`config.mk`:
```
export PLATFORM = sky130hd
export DESIGN_NAME = yin_tau_search
export DESIGN_NICKNAME = d
export VERILOG_FILES = /design/src/rtl/yin_tau_search.sv
export SDC_FILE = /design/constraint.sdc
export NUM_CORES = 1
export LEC_CHECK = 0
export BUFFER_PORTS_ARGS = -buffer_cell sky130_fd_sc_hd__buf_2
export CAP_MARGIN = 5
export CORE_ASPECT_RATIO = 2
export CORE_MARGIN = 2
export CORE_UTILIZATION = 50
export CTS_BUF_LIST = sky130_fd_sc_hd__clkbuf_2
export DETAILED_ROUTE_END_ITERATION = 8
export GPL_ROUTABILITY_DRIVEN = 0
export HOLD_SLACK_MARGIN = 0.06
export PLACE_DENSITY = 0.7
export SYNTH_ARGS = -nofsm -noshare
export SYNTH_HDL_FRONTEND = slang
export SYNTH_SLANG_ARGS = --single-unit
```
`constraint.sdc`:
```
create_clock -name clk -period 8.04 [get_ports clk]
set_clock_uncertainty 0.2 [all_clocks]
set_input_delay 1.608 -clock clk [delete_from_list [all_inputs] [get_ports clk]]
set_output_delay 1.608 -clock clk [all_outputs]
set_load 0.01 [all_outputs]
```
`src/rtl/yin_tau_search.sv`:
```
// Streaming YIN minimum-tau search: first dip below an average-derived threshold,
// followed down to its local minimum, with a global-minimum fallback for unvoiced frames.
module yin_tau_search #(
    parameter int INTERMEDIATE_DATA_WIDTH = 64,
    parameter int MAX_TAU                 = 40,
    parameter int TAU_BITS                = 8,
    parameter int MIN_TAU                 = 2,
    parameter int THRESH_NUM              = 1,
    parameter int THRESH_SHIFT            = 7
) (
    input  logic                               clk,
    input  logic                               reset,
    input  logic                               start,
    input  logic [INTERMEDIATE_DATA_WIDTH-1:0] average,
    input  logic                               in_valid,
    input  logic [INTERMEDIATE_DATA_WIDTH-1:0] in_value,
    output logic                               in_ready,
    output logic                               busy,
    output logic                               ready,
    output logic [TAU_BITS-1:0]                min_tau,
    output logic [INTERMEDIATE_DATA_WIDTH-1:0] min_value,
    output logic                               voiced
);

    localparam int W = INTERMEDIATE_DATA_WIDTH;
    localparam logic [TAU_BITS-1:0] LAST_TAU = TAU_BITS'(MAX_TAU - 1);
    localparam logic [31:0]         MIN_TAU_U = MIN_TAU;

    typedef enum logic [2:0] {IDLE, THRESH, SEARCH, DESCEND, DRAIN, DONE} state_t;

    state_t            state, state_next;
    logic [TAU_BITS-1:0] tau;
    logic              cand_valid;
    logic [W-1:0]      avg_r, thresh;
    logic [W-1:0]      gmin_value, cand_value;
    logic [TAU_BITS-1:0] gmin_tau, cand_tau;

    logic              beat, last, eligible, accept_start;
    logic              hit, gmin_upd, desc_upd, cand_now_valid;
    logic [W-1:0]      cand_value_now, gmin_value_now;
    logic [TAU_BITS-1:0] cand_tau_now, gmin_tau_now;

    // Multiply-shift threshold, clamped to all ones when the shifted product overflows W bits.
    function automatic logic [W-1:0] sat_thresh(input logic [W-1:0] avg);
        logic [2*W-1:0] prod;
        logic [2*W-1:0] shifted;
        prod    = {{W{1'b0}}, avg} * (2*W)'(THRESH_NUM);
        shifted = prod >> THRESH_SHIFT;
        if (|shifted[2*W-1:W])
            return '1;
        return shifted[W-1:0];
    endfunction

    always_comb begin
        beat         = in_valid && in_ready;
        last         = beat && (tau == LAST_TAU);
        eligible     = (32'(tau) >= MIN_TAU_U);
        accept_start = start && (state == IDLE || state == DONE);

        hit      = beat && (state == SEARCH) && eligible && (in_value < thresh);
        gmin_upd = beat && (state == SEARCH) && eligible && (in_value < gmin_value);
        desc_upd = beat && (state == DESCEND) && (in_value < cand_value);

        cand_now_valid = cand_valid || hit;
        cand_tau_now   = (hit || desc_upd) ? tau : cand_tau;
        cand_value_now = (hit || desc_upd) ? in_value : cand_value;
        gmin_tau_now   = gmin_upd ? tau : gmin_tau;
        gmin_value_now = gmin_upd ? in_value : gmin_value;

        state_next = state;
        case (state)
            IDLE, DONE: if (start) state_next = THRESH;
            THRESH:     state_next = SEARCH;
            SEARCH: begin
                if (last)     state_next = DONE;
                else if (hit) state_next = DESCEND;
            end
            DESCEND: begin
                if (last)                  state_next = DONE;
                else if (beat && !desc_upd) state_next = DRAIN;
            end
            DRAIN:      if (last) state_next = DONE;
            default:    state_next = IDLE;
        endcase
    end

    // Control and registered outputs
    always_ff @(posedge clk) begin
        if (reset) begin
            state      <= IDLE;
            in_ready   <= 1'b0;
            busy       <= 1'b0;
            ready      <= 1'b0;
            voiced     <= 1'b0;
            min_tau    <= '0;
            min_value  <= '0;
            cand_valid <= 1'b0;
            tau        <= '0;
        end else begin
            state    <= state_next;
            in_ready <= (state_next == SEARCH) || (state_next == DESCEND) || (state_next == DRAIN);
            busy     <= (state_next != IDLE) && (state_next != DONE);
            ready    <= (state_next == DONE);
            if (accept_start) begin
                tau        <= '0;
                cand_valid <= 1'b0;
            end
            if (beat) begin
                tau        <= tau + 1'b1;
                cand_valid <= cand_now_valid;
            end
            if (last) begin
                voiced    <= cand_now_valid;
                min_tau   <= cand_now_valid ? cand_tau_now : gmin_tau_now;
                min_value <= cand_now_valid ? cand_value_now : gmin_value_now;
            end
        end
    end

    // Datapath registers carry no reset; they are always rewritten before use in a frame.
    always_ff @(posedge clk) begin
        if (accept_start)
            avg_r <= average;
        if (state == THRESH) begin
            thresh     <= sat_thresh(avg_r);
            gmin_value <= '1;
            gmin_tau   <= '0;
        end
        if (gmin_upd) begin
            gmin_value <= in_value;
            gmin_tau   <= tau;
        end
        if (hit || desc_upd) begin
            cand_value <= in_value;
            cand_tau   <= tau;
        end
    end

endmodule

```
==> impl_metrics.csv, run 1 <==
group,metric,value,unit
floorplan,rows,99,
grt,grt_use_met2,50.69,%
timing,fin_crit,5120,ps
timing,fmax,195.3,MHz
setup_path,cp_slowest_cell,"nor4_1",
place,place_area,19840,um^2
cts,clkSinkCount,346,
cts,clkLatencyLatePin,970,ps
timing,drv_slew,0,
synthesis,synthTopCellsByCount,"inv_1, edfxtp_1, ha_1, dfxtp_1, nand2_1",
floorplan,die-area,38570,um^2
detailed_routing,wl,50480,um
setup_path,slowest_delay,930,ps
layout,design_area,20590,um^2
synthesis,yosysMostFrequentCell,"inv_1",
setup_path,path_class,"in -> reg",
floorplan,die_w,139.9,um
place,pre_cts_ws,2023,ps
synthesis,netlist_instances,1787,
place,port_buffers,200,
floorplan,die_h,275.8,um
timing,finalHoldViolations,0,
setup_path,critPathCaptureType,"flop",
cts,ctsHtreeMaxLevel,3,
power_and_ir_drop,switching_share,26.94,%
timing,slew_headroom,22.01,%
synthesis,yosys_warnings,0,
outcome,outcome,"complete, no violations",
floorplan,coreArea,36420,um^2
setup_path,cp.required,8610,ps
synthesis,yosysUniqueCellTypes,62,
cts,clk_pin_slew,130,ps
setup_path,worstPathCellList,"buf_2 > ha_1 > nand2_1 > nor4_1 > nand3b_1 > a311oi_2 > a2111oi_4 > nor2_2 > or3_4 > buf_4 > o211ai_2",
cts,cts_buffer_depth,3,
synthesis,synth_area_leader_cell,"edfxtp_1",
detailed_routing,vias,14550,
synthesis,synth-seq-cells,346,
grt,grt-busiest-layer,"met2",
timing,tightest_slew,1166,ps
power_and_ir_drop,netSwitchingPower,0.9194,mW
power_and_ir_drop,p_per_area,165.7,nW/um^2
grt,grt_max_degree,89,
place,dp.cells,2368,
cts,ctsHoldBuffers,0,
flow_run,drv_cap,0,
setup_path,crit_path_max_fanout,48,
grt,grt_pass1_wl,77690,um
power_and_ir_drop,p_total,3.413,mW
floorplan,io_pins,208,
timing,finalWorstSetupSlack,2920,ps
power_and_ir_drop,leakage,9.951,nW
place,dp_hpwl,35400,um
cts,post_cts_buffers,0,
grt,grt_usage,25.85,%
power_and_ir_drop,power_frac_comb,8.9,%
cts,numCtsBuffers,76,
cts,cts.repair.resized,0,
cts,cts_tree,"done",
synthesis,synth_area,18460,um^2
synthesis,synth-edff-count,186,
synthesis,synth_fp_nets,2103,
grt,grt_overflow,0,
layout,nets,2308,
timing,timing.setup.tns,0,ps
detailed_routing,drc,0,
synthesis,yosys-top-cells-area,"edfxtp_1, dfxtp_1, ha_1",
timing,rsz0062_at_grt,"no",
detailed_routing,ant_nets,0,
synthesis,async_flop_share,0,%
layout,fillers,3248,
timing,setup_viol,0,
setup_path,worstSetupStartpointType,"input pin",
synthesis,yosysTopAreaCellShare,30.25,%
cts,cts-root-buf,"clkbuf_2",
setup_path,worstPathArrival,5690,ps
power_and_ir_drop,peakVddDrop,0.1104,mV
synthesis,syn_area_per_cell,10.33,um^2
grt,met1_usage,25.04,%
synthesis,synth-seq-area-share,47.60,%
power_and_ir_drop,p_seq_share,57.1,%
min_path,holdCritPathClass,"reg -> reg",
layout,fin_cells,2513,
layout,area_delta_synth_final,11.51,%
power_and_ir_drop,p_int,2.493,mW
timing,post-route-period-util,63.68,%
grt,use_met3,3.938,%
power_and_ir_drop,clkPwrFrac,34.0,%
setup_path,reg2reg_slack,3380,ps
floorplan,start_util,50.70,%
grt,first_global_vias,14760,
detailed_routing,dr.first_iter.drc_count,915,
layout,post_route_cells_drive_above_1_share,22.57,%
synthesis,synthFlopType,"edfxtp_1",
detailed_routing,dr.pass1.iters,5,
detailed_routing,avgViaCountPerCell,5.790,
grt,grt_antenna_before_repair,1,
detailed_routing,routedWlPerCell,20.09,um
-- final timing paths --
check                            start                         end  cells after the start
hold / removal     avg_r[28]$_DFFE_PP_        thresh[21]$_DFFE_PP_                      0
hold reg to reg    avg_r[28]$_DFFE_PP_        thresh[21]$_DFFE_PP_                      0
setup / recovery          in_value[47]  min_value[49]$_SDFFE_PP0P_                     11
setup reg to reg  thresh[45]$_DFFE_PP_  min_value[49]$_SDFFE_PP0P_                     11
-- critical path, delay by kind of cell --
kind,cells,cell delay (ps)
compound gates,3,720
fa+ha+maj,1,320
buf+inv,2,1010
simple gates,5,2020
-- power by group through the flow --
stage	logic (mW)	clock network [mW]	registers, mW
after floorplan	0.174	0	1.99
after global placement	0.290	0	1.99
after detailed placement	0.305	0	1.99
after CTS	0.306	1.20	1.95
after global routing	0.342	1.27	1.95
final	0.304	1.16	1.95
-- per-stage QoR --
step           hold slack (ps)  util (%)
2_1_floorplan            200.3         -
4_1_cts                  208.9     56.52
6_report                 208.7     56.54
5_1_grt                  216.7     56.53
3_5_place_dp             204.5     54.49
3_3_place_gp             202.3     54.49
-- per-layer routing --
metal  wire [um]  vias to the layer above
li1            -                     6936
met3        2321                      135
met4        2890                        0
met5           0                        -
met2       28190                      477
met1       17070                     7002
-- cells by family after synthesis --
| family | synth area share (%) |
|---|---|
| compound gates | 15.93 |
| buf+inv | 8.464 |
| simple gates | 11.57 |
| flops | 47.60 |
| fa+ha+maj | 12.47 |
| mux | 3.917 |
| xor+xnor | 0.04744 |
-- sequential cells by signal (all words and copies together) (netlist names), 3 cells and up --
register,count
cand_value,64
avg_r,57
gmin_tau,8
tau,8
state,3
thresh,57
cand_tau,8
min_value,64
gmin_value,64
min_tau,8
-- layout make-up --
class                   instances  area (um^2)  share of cell area, %
well taps                     454        568.0                  2.759
clock inverters                21        132.6                 0.6441
multi-input cells            1049         8195                  39.80
flip-flops and latches        346         8788                  42.68
repair buffers                225         1189                  5.773
inverters                     294         1104                  5.360
diodes                          3        7.507                0.03646
clock buffers                 121        605.6                  2.941
-- placed cells by master, fill, tap and decap left out, types with 42 or more instances in the layout --
master    Yosys  layout
inv_1       294     294
and4_1       42      42
nand2_1     115     115
clkbuf_2      0     121
a21oi_1      68      68
mux2i_1      70      70
nor4_1       44      44
dfxtp_1     160     160
buf_2        10     200
ha_1        184     184
a31oi_1      69      69
edfxtp_1    186     186
o211ai_2     70      70
nand4_1      66      66
o21ai_0      90      89
(Power assumes the default switching activity.)
==> run 2: changes to the inputs <==
--- a/config.mk
+++ b/config.mk
@@ -14,7 +14,7 @@
 export DETAILED_ROUTE_END_ITERATION = 8
 export GPL_ROUTABILITY_DRIVEN = 0
 export HOLD_SLACK_MARGIN = 0.06
-export PLACE_DENSITY = 0.7
+export PLACE_DENSITY = 0.73
 export SYNTH_ARGS = -nofsm -noshare
 export SYNTH_HDL_FRONTEND = slang
 export SYNTH_SLANG_ARGS = --single-unit
==> constraint.sdc (replaced) <==
create_clock -name clk -period 4.7 [get_ports clk]
set_clock_uncertainty 0.2 [all_clocks]
set_input_delay 0.94 -clock clk [delete_from_list [all_inputs] [get_ports clk]]
set_output_delay 0.94 -clock clk [all_outputs]
set_load 0.01 [all_outputs]
==> run 2 against run 1 <==
Register-to-register slack lost 2700 ps. Worst hold slack got worse by 83 ps. Combinational power grew 94%. Via count is 3.8% higher. Power rose by 68%. Worst setup slack got worse by 2600 ps. Largest cell class unchanged.
==> impl_metrics.csv, run 2 (synthesis gave the netlist of run 1 again) <==
group,metric,value,unit
grt,grt_antenna_before_repair,2,
setup_path,worstPathCellList,"dlygate4sd3_1 > buf_2 > ha_1 > and4_1 > nand2_1 > or4_1 > a311oi_2 > a2111oi_4 > nor4_4 > buf_4 > o21ai_0 > o211ai_2",
cts,cts_tree,"done",
timing,finalWorstSetupSlack,315.1,ps
cts,clkSinkCount,346,
floorplan,start_util,50.70,%
setup_path,path_buf_inv,3,
detailed_routing,vias,15110,
floorplan,coreArea,36420,um^2
place,dp_hpwl,36440,um
cts,ctsHtreeMaxLevel,3,
layout,nets,2385,
grt,first_global_vias,15430,
power_and_ir_drop,power_frac_comb,10.2,%
timing,tightest_slew,1186,ps
layout,mostFrequentLayoutCells,"inv_1, buf_2, edfxtp_1",
outcome,outcome,"complete, no violations",
setup_path,worstSetupStartpointType,"input pin",
min_path,holdCritPathClass,"in -> reg",
setup_path,cp_slowest_cell,"nor4_4",
power_and_ir_drop,netSwitchingPower,1.589,mW
setup_path,critPathCaptureType,"flop",
floorplan,io_pins,208,
power_and_ir_drop,p_per_area,268.6,nW/um^2
timing,slew_headroom,20.74,%
power_and_ir_drop,peakVddDrop,0.1643,mV
layout,largestRegisters,"cand_value (64), gmin_value (64), min_value (64)",
floorplan,die_h,275.8,um
timing,rsz0062_at_grt,"no",
power_and_ir_drop,clkPwrFrac,31.8,%
power_and_ir_drop,leakage,10.27,nW
cts,clkLatencyLatePin,960,ps
timing,setup_viol,0,
grt,grt_usage,26.64,%
timing,fin_crit,4385,ps
setup_path,path_class,"in -> reg",
setup_path,worstPathArrival,5040,ps
detailed_routing,routedWlPerCell,20.15,um
cts,cts_buffer_depth,3,
floorplan,die-area,38570,um^2
layout,post_route_cells_drive_above_1_share,22.14,%
place,pre_cts_ws,13.83,ps
flow_run,drv_cap,0,
detailed_routing,ant_nets,0,
layout,area_delta_synth_final,15.86,%
detailed_routing,dr.first_iter.drc_count,849,
setup_path,cp.required,5360,ps
cts,clk_pin_slew,130,ps
detailed_routing,dr.pass1.iters,5,
cts,numCtsBuffers,77,
power_and_ir_drop,p_int,4.158,mW
grt,grt_overflow,0,
grt,grt_pass1_wl,80270,um
detailed_routing,wl,52070,um
timing,fmax,228.1,MHz
detailed_routing,drc,0,
cts,cts-root-buf,"clkbuf_2",
layout,final_common_cell,"inv_1",
place,port_buffers,200,
timing,timing.setup.tns,0,ps
timing,drv_slew,0,
floorplan,die_w,139.9,um
detailed_routing,avgViaCountPerCell,5.846,
floorplan,rows,99,
setup_path,critical-path-top-delay-family,"simple AND/OR/NAND/NOR gates",
grt,grt_max_degree,97,
setup_path,slowest_delay,930,ps
power_and_ir_drop,p_seq_share,58.0,%
setup_path,crit_path_max_fanout,25,
timing,finalHoldViolations,0,
timing,post-route-period-util,93.30,%
power_and_ir_drop,switching_share,27.65,%
-- run 2: power groups by stage --
| stage | combinational (mW) | clock (mW) | sequential, mW |
|---|---|---|---|
| 2_1_floorplan | 0.298 | 0 | 3.39 |
| 6_report | 0.589 | 1.83 | 3.33 |
| 4_1_cts | 0.586 | 1.88 | 3.33 |
| 5_1_grt | 0.655 | 2.01 | 3.34 |
| 3_3_place_gp | 0.518 | 0 | 3.40 |
| 3_5_place_dp | 0.544 | 0 | 3.40 |
-- run 2: worst min-delay path, cell delays in order --
cell and delay (ps):
buf_2 140, mux2i_1 110, inv_1 70
-- run 2: final cells by class --
class / count / area, um^2
diodes: 3 / 7.507
multi-input cells: 1049 / 8195
clock inverters: 26 / 102.6
clock buffers: 111 / 555.5
flip-flops and latches: 346 / 8788
well taps: 454 / 568.0
inverters: 294 / 1104
repair buffers: 301 / 2072
fillers: 3176 / 15020
-- run 2: layer usage --
metal | global-route usage (%) | wire (um) | part of all wire (%) | vias to the layer above
met2 | 50.90 | 28400 | 55 | 494
li1 | - | - | - | 7082
met5 | 0 | 0 | 0 | -
met3 | 4.112 | 2207 | 4.2 | 183
met1 | 25.10 | 17280 | 33 | 7348
met4 | 20.32 | 4178 | 8.0 | 0
-- run 2: per-stage QoR --
stage / cells / total power [mW] / hold WS (ps) / utilization [%] / cell area, um^2
after CTS: 2581 / 5.796 / 60.46 / 58.72 / 21390
after global placement: 2384 / 3.915 / 203.6 / 55.27 / 20130
after global routing: 2583 / 6.010 / 105.3 / 58.74 / 21390
after detailed placement: 2384 / 3.946 / 204.5 / 55.27 / 20130
after floorplan: 1787 / 3.691 / 200.3 / - / 18470
final: 2584 / 5.747 / 125.7 / 58.74 / 21390
-- run 2: path summary, 6_finish.rpt --
check | from | slack (ps) | end | depth (start not counted)
worst max-delay path | in_value[10] | 320 | min_value[33]$_SDFFE_PP0P_ | 12
worst min-delay path | in_value[9] | 130 | cand_value[9]$_DFF_P_ | 3
worst max register to register | thresh[10]$_DFFE_PP_ | 640 | min_value[33]$_SDFFE_PP0P_ | 11
worst min register to register | avg_r[61]$_DFFE_PP_ | 210 | thresh[54]$_DFFE_PP_ | 0
-- run 2: timing repair --
| item | CTS | global route |
|---|---|---|
| hold buffers | 60 | 0 |
| endpoints found under the hold margin | 60 | 0 |
| setup endpoints to repair | 0 | 0 |
| buffers inserted | 0 | 0 |
| resized for setup | 0 | 0 |
